<file path="src/rtl/clk_div_n.sv">
// rtl/clk_div_n.sv - programmable integer clock divider with glitch-free divisor reload
// Square or pulse output; new divisors are applied only at period boundaries.
module clk_div_n #(
  parameter int WIDTH       = 8,
  parameter int DEFAULT_DIV = 2
) (
  input  logic             clk_in,
  input  logic             reset,
  input  logic             en,
  input  logic             mode,
  input  logic             load,
  input  logic [WIDTH-1:0] div_in,
  output logic             clk_out,
  output logic             tick,
  output logic             busy,
  output logic [WIDTH-1:0] div_cur
);

  logic             running;
  logic [WIDTH-1:0] cnt;
  logic [WIDTH-1:0] pending;

  logic             wrap;
  logic [WIDTH-1:0] cnt_nx;
  logic [WIDTH-1:0] ld_val;
  logic [WIDTH:0]   half;
  logic             level_nx;

  always_comb begin
    wrap     = (cnt == div_cur - WIDTH'(1));
    cnt_nx   = wrap ? '0 : cnt + WIDTH'(1);
    ld_val   = (div_in < WIDTH'(2)) ? WIDTH'(2) : div_in;
    half     = ({1'b0, div_cur} + (WIDTH+1)'(1)) >> 1;
    // a wrap always yields cnt_nx=0, which is high under any divisor, so the
    // pre-update div_cur is safe to use for the level decision
    level_nx = mode ? (cnt_nx == '0) : ({1'b0, cnt_nx} < half);
  end

  always_ff @(posedge clk_in) begin
    if (reset) begin
      running <= 1'b0;
      cnt     <= '0;
      div_cur <= WIDTH'(DEFAULT_DIV);
      pending <= WIDTH'(DEFAULT_DIV);
      busy    <= 1'b0;
      clk_out <= 1'b0;
      tick    <= 1'b0;
    end else if (!en) begin
      running <= 1'b0;
      cnt     <= '0;
      clk_out <= 1'b0;
      tick    <= 1'b0;
      busy    <= 1'b0;
      if (load) begin
        div_cur <= ld_val;
      end else if (busy) begin
        div_cur <= pending;
      end
    end else if (!running) begin
      running <= 1'b1;
      cnt     <= '0;
      clk_out <= 1'b1;
      tick    <= 1'b1;
      if (load) begin
        div_cur <= ld_val;
        busy    <= 1'b0;
      end
    end else begin
      cnt     <= cnt_nx;
      clk_out <= level_nx;
      tick    <= (cnt_nx == '0);
      if (wrap) begin
        busy <= 1'b0;
        if (load) begin
          div_cur <= ld_val;
        end else if (busy) begin
          div_cur <= pending;
        end
      end else if (load) begin
        pending <= ld_val;
        busy    <= 1'b1;
      end
    end
  end

endmodule

</file>
<file path="config.mk">
export PLATFORM = sky130hd
export DESIGN_NAME = clk_div_n
export DESIGN_NICKNAME = d
export VERILOG_FILES = /design/src/rtl/clk_div_n.sv
export SDC_FILE = /design/constraint.sdc
export NUM_CORES = 1
export LEC_CHECK = 0
export ABC_AREA = 1
export ABC_CLOCK_PERIOD_IN_PS = 2550
export CORE_AREA = 2 2 64 111
export DETAILED_ROUTE_END_ITERATION = 7
export DIE_AREA = 0 0 66 113
export GPL_ROUTABILITY_DRIVEN = 0
export PLACE_DENSITY = 0.55
export RECOVER_POWER = 25
export SYNTH_ARGS = -nofsm -noshare
export SYNTH_HDL_FRONTEND = slang
export SYNTH_SLANG_ARGS = --single-unit
</file>
<file path="constraint.sdc">
create_clock -name clk_in -period 2.55 [get_ports clk_in]
set_input_delay 0.3825 -clock clk_in [delete_from_list [all_inputs] [get_ports clk_in]]
set_output_delay 0.3825 -clock clk_in [all_outputs]
set_load 0.005 [all_outputs]
</file>
; After elaboration in Yosys (flattened, before gate mapping)
; Index checks and enable logic that the tools add are counted.
[op_classes]
add_sub_neg = 3
n_lt_le_gt_ge = 2
eq_ne = 3
muxes = 16
bitwise_logic = 3
n_reduce_logical = 8
[ops]
columns = cell, n
row1 = 8-bit two-way mux, 8
row2 = 8-bit by 1-bit adder with 9-bit output (second input constant), 1
row3 = 8-bit by 1-bit adder with 8-bit output (second input constant), 1
row4 = 8-bit equality test, 1
row5 = 8-bit zero test, 1
row6 = 8-bit by 2-bit less-than comparator with 1-bit output (second input constant), 1
row7 = 8-bit less-than comparator, 1
row8 = 1-bit two-way mux, 8
row9 = 8-bit by 1-bit subtractor with 8-bit output (second input constant), 1
row10 = 2-bit AND reduction, 2
row11 = 4-bit AND reduction, 1
row12 = 2-bit nonzero test, 2
row13 = 3-bit by 1-bit != test with 1-bit output (second input constant), 1
row14 = 3-bit by 2-bit != test with 1-bit output (second input constant), 1
row15 = 1-bit NOT, 3
row16 = 3-bit OR reduction, 1
row17 = 2-bit OR reduction, 1
[word_totals]
regBits = 28
in_bits = 13
out_inout_bits = 11
wordCells = 42

; Longest topological paths before layout
; Gate-level depths: netlist of the first run.
[depth]
ltp_word = 6
mapped_depth = 21
ltp_nobuf = 20

; Worst setup path before layout of the first run
; Ideal clock, no wire load.
[synth_path]
path_kind = reg-to-reg
startpoint = reg div_cur[0]
endpoint = reg clk_out
setup_ps = 66
arrival_time_ps = 2473
required_ps = 2484
path_slack_ps = 11
path_stages_with_launch = 22
path_buffers = 1
period_less_slack_ps = 2539
path_cell_list = dfxtp_1 > inv_2 > ha_1 > inv_1 > nand2_1 > nand2_1 > nand2_1 > nor2_1 > nand3_1 > nor2_2 > nand2_4 > inv_4 > buf_2 > nor2_1 > ha_1 > nand2_1 > inv_1 > nand2_1 > nand3_1 > a31oi_1 > nand2_1 > a21oi_2
[synth_via]
elab_chain_len = 6
elab_cells_between_ends = 8
classes_between = add/sub: 2 / order compare: 1 / eq/ne: 1 / mux: 3 / reduce/logical: 1
[synth_rtl]
columns = element, line
row1 = start: declaration, 16  ; output logic [WIDTH-1:0] div_cur
row2 = start signal: assignment, 43  ; div_cur <= WIDTH'(DEFAULT_DIV);
row3 = start signal: assignment, 55  ; div_cur <= ld_val;
row4 = start signal: assignment, 57  ; div_cur <= pending;
row5 = 8-bit by 1-bit subtractor with 8-bit output *, 30  ; wrap = (cnt == div_cur - WIDTH'(1));
row6 = 8-bit equality test *, 30
row7 = 8-bit two-way mux *, 31  ; cnt_nx = wrap ? '0 : cnt + WIDTH'(1);
row8 = named net cnt_nx[7], 24  ; logic [WIDTH-1:0] cnt_nx;
row9 = 8-bit less-than comparator / 8-bit zero test (equally long branches), 36  ; level_nx = mode ? (cnt_nx == '0) : ({1'b0, cnt_nx} < half);
row10 = 1-bit two-way mux *, 36
row11 = 1-bit two-way mux *, 59  ; end else if (!running) begin
row12 = end signal: assignment, 70  ; clk_out <= level_nx;
row13 = end: declaration, 13  ; output logic clk_out,
; The timed path passes the listed nets; every way through them passes the cells marked *.
; A chain may end at the register's enable or synchronous reset.

; Worst setup path in the final report of the first run
[layout_path]
startpoint = reg div_cur[1]
endpoint = reg clk_out
; Same word-level chain as after synthesis.

==> flow_summary.toml, run 1 <==
[timing]
hold_viol_final = 0
fmax_ghz = 0.434
setup_viol_count_final = 0
min_period_ns = 2.30
period_share_pct = 90.3
finalSetupTns_ns = 0
final_max_slew_viol_count = 0
worst_pin_slew_ns = 0.590
slew_headroom_pct = 60.1
skew_ns = 0.00555
setup_slack_ns = 0.246

[critical_path]
cp_slowest_cell = "dfxtp_1"
r2r_slack_ns = 0.25
critPathCapture = "clk_out"
crit_path_end_kind = "register"
r2r_start = "div_cur[1]"
crit_chain = "inv_1 > ha_4 > nand3_2 > nand2_1 > nand2_1 > nor2_1 > nand2_1 > nor2_2 > nand2_4 > inv_8 > buf_4 > nor2_1 > ha_1 > nand2_1 > nand2_1 > nand2_1 > nand2_1 > nand2_1 > nand2_1 > a21oi_2"
cp.depth = 20
startpoint_type = "register"
r2r_end = "clk_out"
cp.arrival_ns = 2.51
critPathBufInv = 3
crit_type = "reg2reg"
critPathMostFrequentCell = "nand2_1"
startpoint = "div_cur[1]"
reg2regPathDepth = 20
max_stage_delay_ns = 0.31
cp_max_fo = 6
path_delay_family = "simple AND/OR/NAND/NOR gates"
required_ns = 2.76

[yosys]
syn_inst = 290
yosysWarnings = 0
synth_nets = 313
synth_seq_cells = 28
synth_seq_area_share_pct = 29.2
syn_area_sq_um = 1920
syn_area_per_cell_sq_um = 6.62
synthDistinctLibCells = 31

[layout]
nFillCells = 747
syn_to_final_growth_pct = 24.4
diodes = 0
final_common_cell = "nand2_1"
postLayoutCellArea_sq_um = 2390
drive_gt1_share_pct = 12.2
final-instance-count-excl-fill = 402
most-common-layout-cells = "62 x nand2_1, 40 x inv_1, 31 x nor2_1"
finalNetCount = 345

[placement]
place_ws_ns = 0.0972
placed_cell_area_sq_um = 2260
dp_cells = 395
port_buffers = 23
dp_hpwl_um = 4010

[route]
dr.first_iter.drc_count = 30
avgRoutedWirePerCell_um = 12.2
drc = 0
detail-route-antenna-nets = 0
drt_first_pass_iters = 4
vias = 1835
viasPerCell = 4.56
drt_wl_total_um = 4890

[flow_run]
drv_cap = 0

[global_route]
grt-ovfl-total = 0
grt_pass1_wl_um = 7960
grt_pass1_vias = 1819
grt_usage_pct = 13.9
grt_max_degree = 17
antenna_found_initial = 0

[floorplan]
core_sq_um = 6540
dieHeight_um = 113
dieArea_sq_um = 7460
rows = 39
io_pins = 24
start_util_pct = 29.4
die_w_um = 66

[power_and_ir_drop]
swShare_pct = 29.4
p_sw_uw = 329
power.leakage_uw = 0.00114
peakVddDrop_mv = 0.279
power_density_nw_per_um2 = 468
pwr-share-clk_pct = 32.7
combPwrFrac_pct = 24.5
intPower_uw = 790
seqPwrFrac_pct = 42.8

[worst_hold_path]
min_path_type = "reg2reg"

[cts]
clock_path_buffers = 2
cts_tree = "yes"
cts_made_buffers = 3
clk_pin_slew_worst_paths_ns = 0.07
cts_root_buf = "clkbuf_16"
cts_sinks = 28
cts_max_level = 1
clk_latency_ns = 0.27
ctsHoldBuffers = 0

[status]
run_status = "complete, no violations"
[cell type report]
class | instances | area [sq um] | share of cell area [%]
timing repair inverter | 1 | 6.26 | 0.262
tap | 82 | 103 | 4.30
timing repair buffer | 34 | 313 | 13.1
inverter | 47 | 184 | 7.70
sequential | 28 | 563 | 23.6
multi-input combinational | 207 | 1140 | 47.9
clock buffer | 3 | 75.1 | 3.14
[worst reg2reg max path: cells and delay by family (launching register included)]
kind,cells,cell delay [ns]
flip-flops,1,0.31
AND/OR/NAND/NOR,14,1.11
buffers and inverters,3,0.28
AO/OA/AOI/OAI,1,0.10
adder cells (fa/ha/maj),2,0.44
[power by group through the flow]
stage,Clock (uW),Sequential (uW),Combinational [uW]
5_1_grt,386,482,311
4_1_cts,374,479,270
6_report,366,479,274
3_5_place_dp,0,489,269
2_1_floorplan,0,486,169
3_3_place_gp,0,489,266
[logic make-up after synthesis]
logic type	share of synthesized area [%]
buffers and inverters	11.9
flip-flops	29.2
AND/OR/NAND/NOR	28.9
adder cells (fa/ha/maj)	6.52
XOR/XNOR	5.93
AO/OA/AOI/OAI	17.5
[routing by layer]
metal | part of all wire (%) | GRT usage [%] | vias to the layer above | wire length [um]
li1 | - | - | 997 | -
met1 | 38 | 13.1 | 799 | 1860
met2 | 57 | 27.7 | 26 | 2790
met3 | 1.4 | 1.59 | 13 | 67
met4 | 3.6 | 7.21 | 0 | 178
met5 | 0 | 0 | - | 0
[worst min-delay path by stage]
stage | from | cells after the start | to | slack [ns]
6_report | pending[1] | 2 | pending[1] | 0.48
5_1_grt | pending[1] | 2 | pending[1] | 0.51
4_1_cts | pending[1] | 2 | pending[1] | 0.49
2_1_floorplan | pending[1] | 2 | pending[1] | 0.45
3_3_place_gp | pending[1] | 2 | pending[1] | 0.47
3_5_place_dp | pending[1] | 2 | pending[1] | 0.47
[synthesized netlist by cell type]
| cell | number | share of area [%] |
|---|---|---|
| a21oi_1 | 17 | 4.4 |
| nor4_1 | 1 | 0.33 |
| nand2_4 | 3 | 1.8 |
| o21ai_1 | 7 | 1.8 |
| nor3_1 | 8 | 2.1 |
| nand3_2 | 1 | 0.52 |
| ha_1 | 10 | 6.5 |
| xnor2_1 | 4 | 1.8 |
| nor2_2 | 4 | 1.3 |
| nand4_2 | 1 | 0.65 |
| xor2_1 | 9 | 4.1 |
| inv_2 | 6 | 1.2 |
| inv_1 | 40 | 7.8 |
| a21oi_2 | 1 | 0.46 |
| nand2_1 | 63 | 12 |
| a211oi_2 | 1 | 0.65 |
| inv_4 | 1 | 0.33 |
| buf_6 | 2 | 1.2 |
| a31oi_1 | 4 | 1.3 |
| o21ai_0 | 17 | 4.4 |
| o21bai_1 | 1 | 0.39 |
| nand3_1 | 11 | 2.9 |
| o41ai_1 | 1 | 0.46 |
| nand4_1 | 2 | 0.65 |
| dfxtp_1 | 28 | 29 |
| buf_2 | 4 | 1.0 |
| o21ai_2 | 1 | 0.46 |
| clkbuf_1 | 2 | 0.39 |
| o211ai_1 | 8 | 3.1 |
| nor2_1 | 31 | 6.1 |
| nand2_2 | 1 | 0.33 |
[metrics by stage]
step                      total power (uW)  hold WS (ns)  util (%)
final                                 1120         0.482      36.5
after global routing                  1180         0.509      36.5
after CTS                             1120         0.489      35.7
after detailed placement               758         0.472      34.6
after global placement                 755         0.466      34.6
after floorplan                        655         0.447         -
[repair_timing]
item / CTS / global route
hold endpoints to repair: 0 / 0
endpoints found under the setup margin: 0 / 1
resized for setup: 0 / 6
buffers inserted: 0 / 3
[state kept, by name, summed over array words and instances (netlist names)]
| name | count |
|---|---|
| cnt | 8 |
| div_cur | 8 |
| pending | 8 |
| busy | 1 |
| clk_out | 1 |
| running | 1 |
| tick | 1 |
No activity file was read; power rests on OpenSTA's default activity.
==> run 2: changes to the inputs <==
Settings changed: ABC_CLOCK_PERIOD_IN_PS 2550 to 2300, PLACE_DENSITY 0.55 to 0.53.
Clock period 2.55 ns to 2.3 ns, I/O delays scaled along.
==> flow_summary.toml, run 2 (synthesis gave the netlist of run 1 again) <==
[cts]
cts_tree = "yes"
clock_path_buffers = 2
clk_pin_slew_worst_paths_ns = 0.08
ctsHoldBuffers = 0
cts_sinks = 28
cts_root_buf = "clkbuf_16"
cts_max_level = 1
cts_made_buffers = 3
clk_latency_ns = 0.28

[global_route]
grt_usage_pct = 14.3
grt_pass1_vias = 1830
grt-ovfl-total = 0
antenna_found_initial = 0
grt_max_degree = 17
grt_pass1_wl_um = 8180

[timing]
finalSetupTns_ns = 0
whs_ns = 0.486
rsz0062_at_grt = "true"
slew_headroom_pct = 66.6
hold_viol_final = 0
setup_viol_count_final = 0
min_period_ns = 2.28
final_max_slew_viol_count = 0
period_share_pct = 99.2
worst_pin_slew_ns = 0.495
skew_ns = 0.00760
fmax_ghz = 0.438

[layout]
most-common-layout-cells = "60 x nand2_1, 36 x inv_1, 24 x nor2_1"
drive_gt1_share_pct = 22.0
diodes = 0
finalNetCount = 351
multiInputGateArea_sq_um = 1280
nFillCells = 708
syn_to_final_growth_pct = 37.0
reg.largest.list = "cnt x8, div_cur x8, pending x8"
seqCellArea_sq_um = 573
final_common_cell = "nand2_1"

[critical_path]
cp_max_fo = 8
startpoint_type = "register"
path_delay_family = "simple AND/OR/NAND/NOR gates"
crit_chain = "inv_4 > ha_4 > inv_1 > nand2_1 > nand2_1 > nand2_1 > nor2_1 > nand3_1 > nor2_2 > nand2_4 > inv_8 > nor2_4 > ha_4 > nand2_4 > inv_2 > nand2_1 > nand3_1 > a31oi_1 > nand2_1 > a21oi_2"
cp.arrival_ns = 2.50
critPathMostFrequentCell = "nand2_1"
required_ns = 2.52
max_stage_delay_ns = 0.37
r2r_slack_ns = 0.02
cp_slowest_cell = "dfxtp_4"
critPathBufInv = 4
crit_path_end_kind = "register"
crit_type = "reg2reg"

[route]
vias = 1914
viasPerCell = 4.68
drt_first_pass_iters = 4
dr.first_iter.drc_count = 48
drt_wl_total_um = 5130
avgRoutedWirePerCell_um = 12.6
detail-route-antenna-nets = 0
drc = 0

[power_and_ir_drop]
power_density_nw_per_um2 = 520
peakVddDrop_mv = 0.320
total_power_uw = 1370
power.leakage_uw = 0.00118

[floorplan]
dieHeight_um = 113
core_sq_um = 6540
io_pins = 24
rows = 39
dieArea_sq_um = 7460
start_util_pct = 29.4
die_w_um = 66

[flow_run]
drv_cap = 0

[placement]
dp_hpwl_um = 4050
port_buffers = 23

[status]
run_status = "complete, no violations"

[worst_hold_path]
min_path_type = "reg2reg"
==> run 2: what timing repair did <==
item	in CTS	in global routing
setup buffers	0	7
gates resized for setup	2	40
pin swaps	0	24
endpoints found under the setup margin	1	1
==> run 2: stage by stage <==
step	area (sq um)	util [%]	setup WS, ns	std cells
after floorplan	1950	-	0.00710	290
after global placement	2300	35.2	-0.0100	398
after detailed placement	2300	35.2	-0.00271	398
after CTS	2410	36.9	0.00722	402
after global routing	2630	40.2	-0.107	409
final	2630	40.2	0.0176	409
==> run 2: cell type report <==
cell class | instances | area share (%)
multi-input cells | 207 | 48.8
repair buffers | 41 | 14.3
clock buffers | 4 | 3.81
inverters | 47 | 7.37
well taps | 82 | 3.90
flip-flops and latches | 28 | 21.8
==> run 2: report_power, final <==
group          switching (uW)  total [uW]  internal [uW]
Combinational             181         336            155
Clock                     194         498            304
Sequential               26.5         534            508
Total                     401        1370            967
==> run 2: path summary, 6_finish.rpt <==
path,from,to,cells after the start
setup / recovery,div_cur[1],clk_out,20
hold / removal,pending[6],pending[6],2
setup reg to reg,div_cur[1],clk_out,20
hold reg to reg,pending[6],pending[6],2
==> run 2: worst min-delay path: stages, from the launching register on <==
cell     delay, ns
dfxtp_1       0.33
nor2_1        0.04
nor2_1        0.08
==> run 2: routing by layer <==
metal | global-route usage (%) | share of wire (%) | wire, um
met5 | 0 | 0 | 0
met4 | 7.21 | 2.8 | 142
met3 | 1.39 | 1.4 | 73
met2 | 28.4 | 59 | 3020
met1 | 13.9 | 37 | 1900
==> run 3: changes to the inputs <==
Settings changed: SLEW_MARGIN from default to 0.
==> results of run 3 <==
No change in the layout: final DEF, timing and power equal those of run 2.
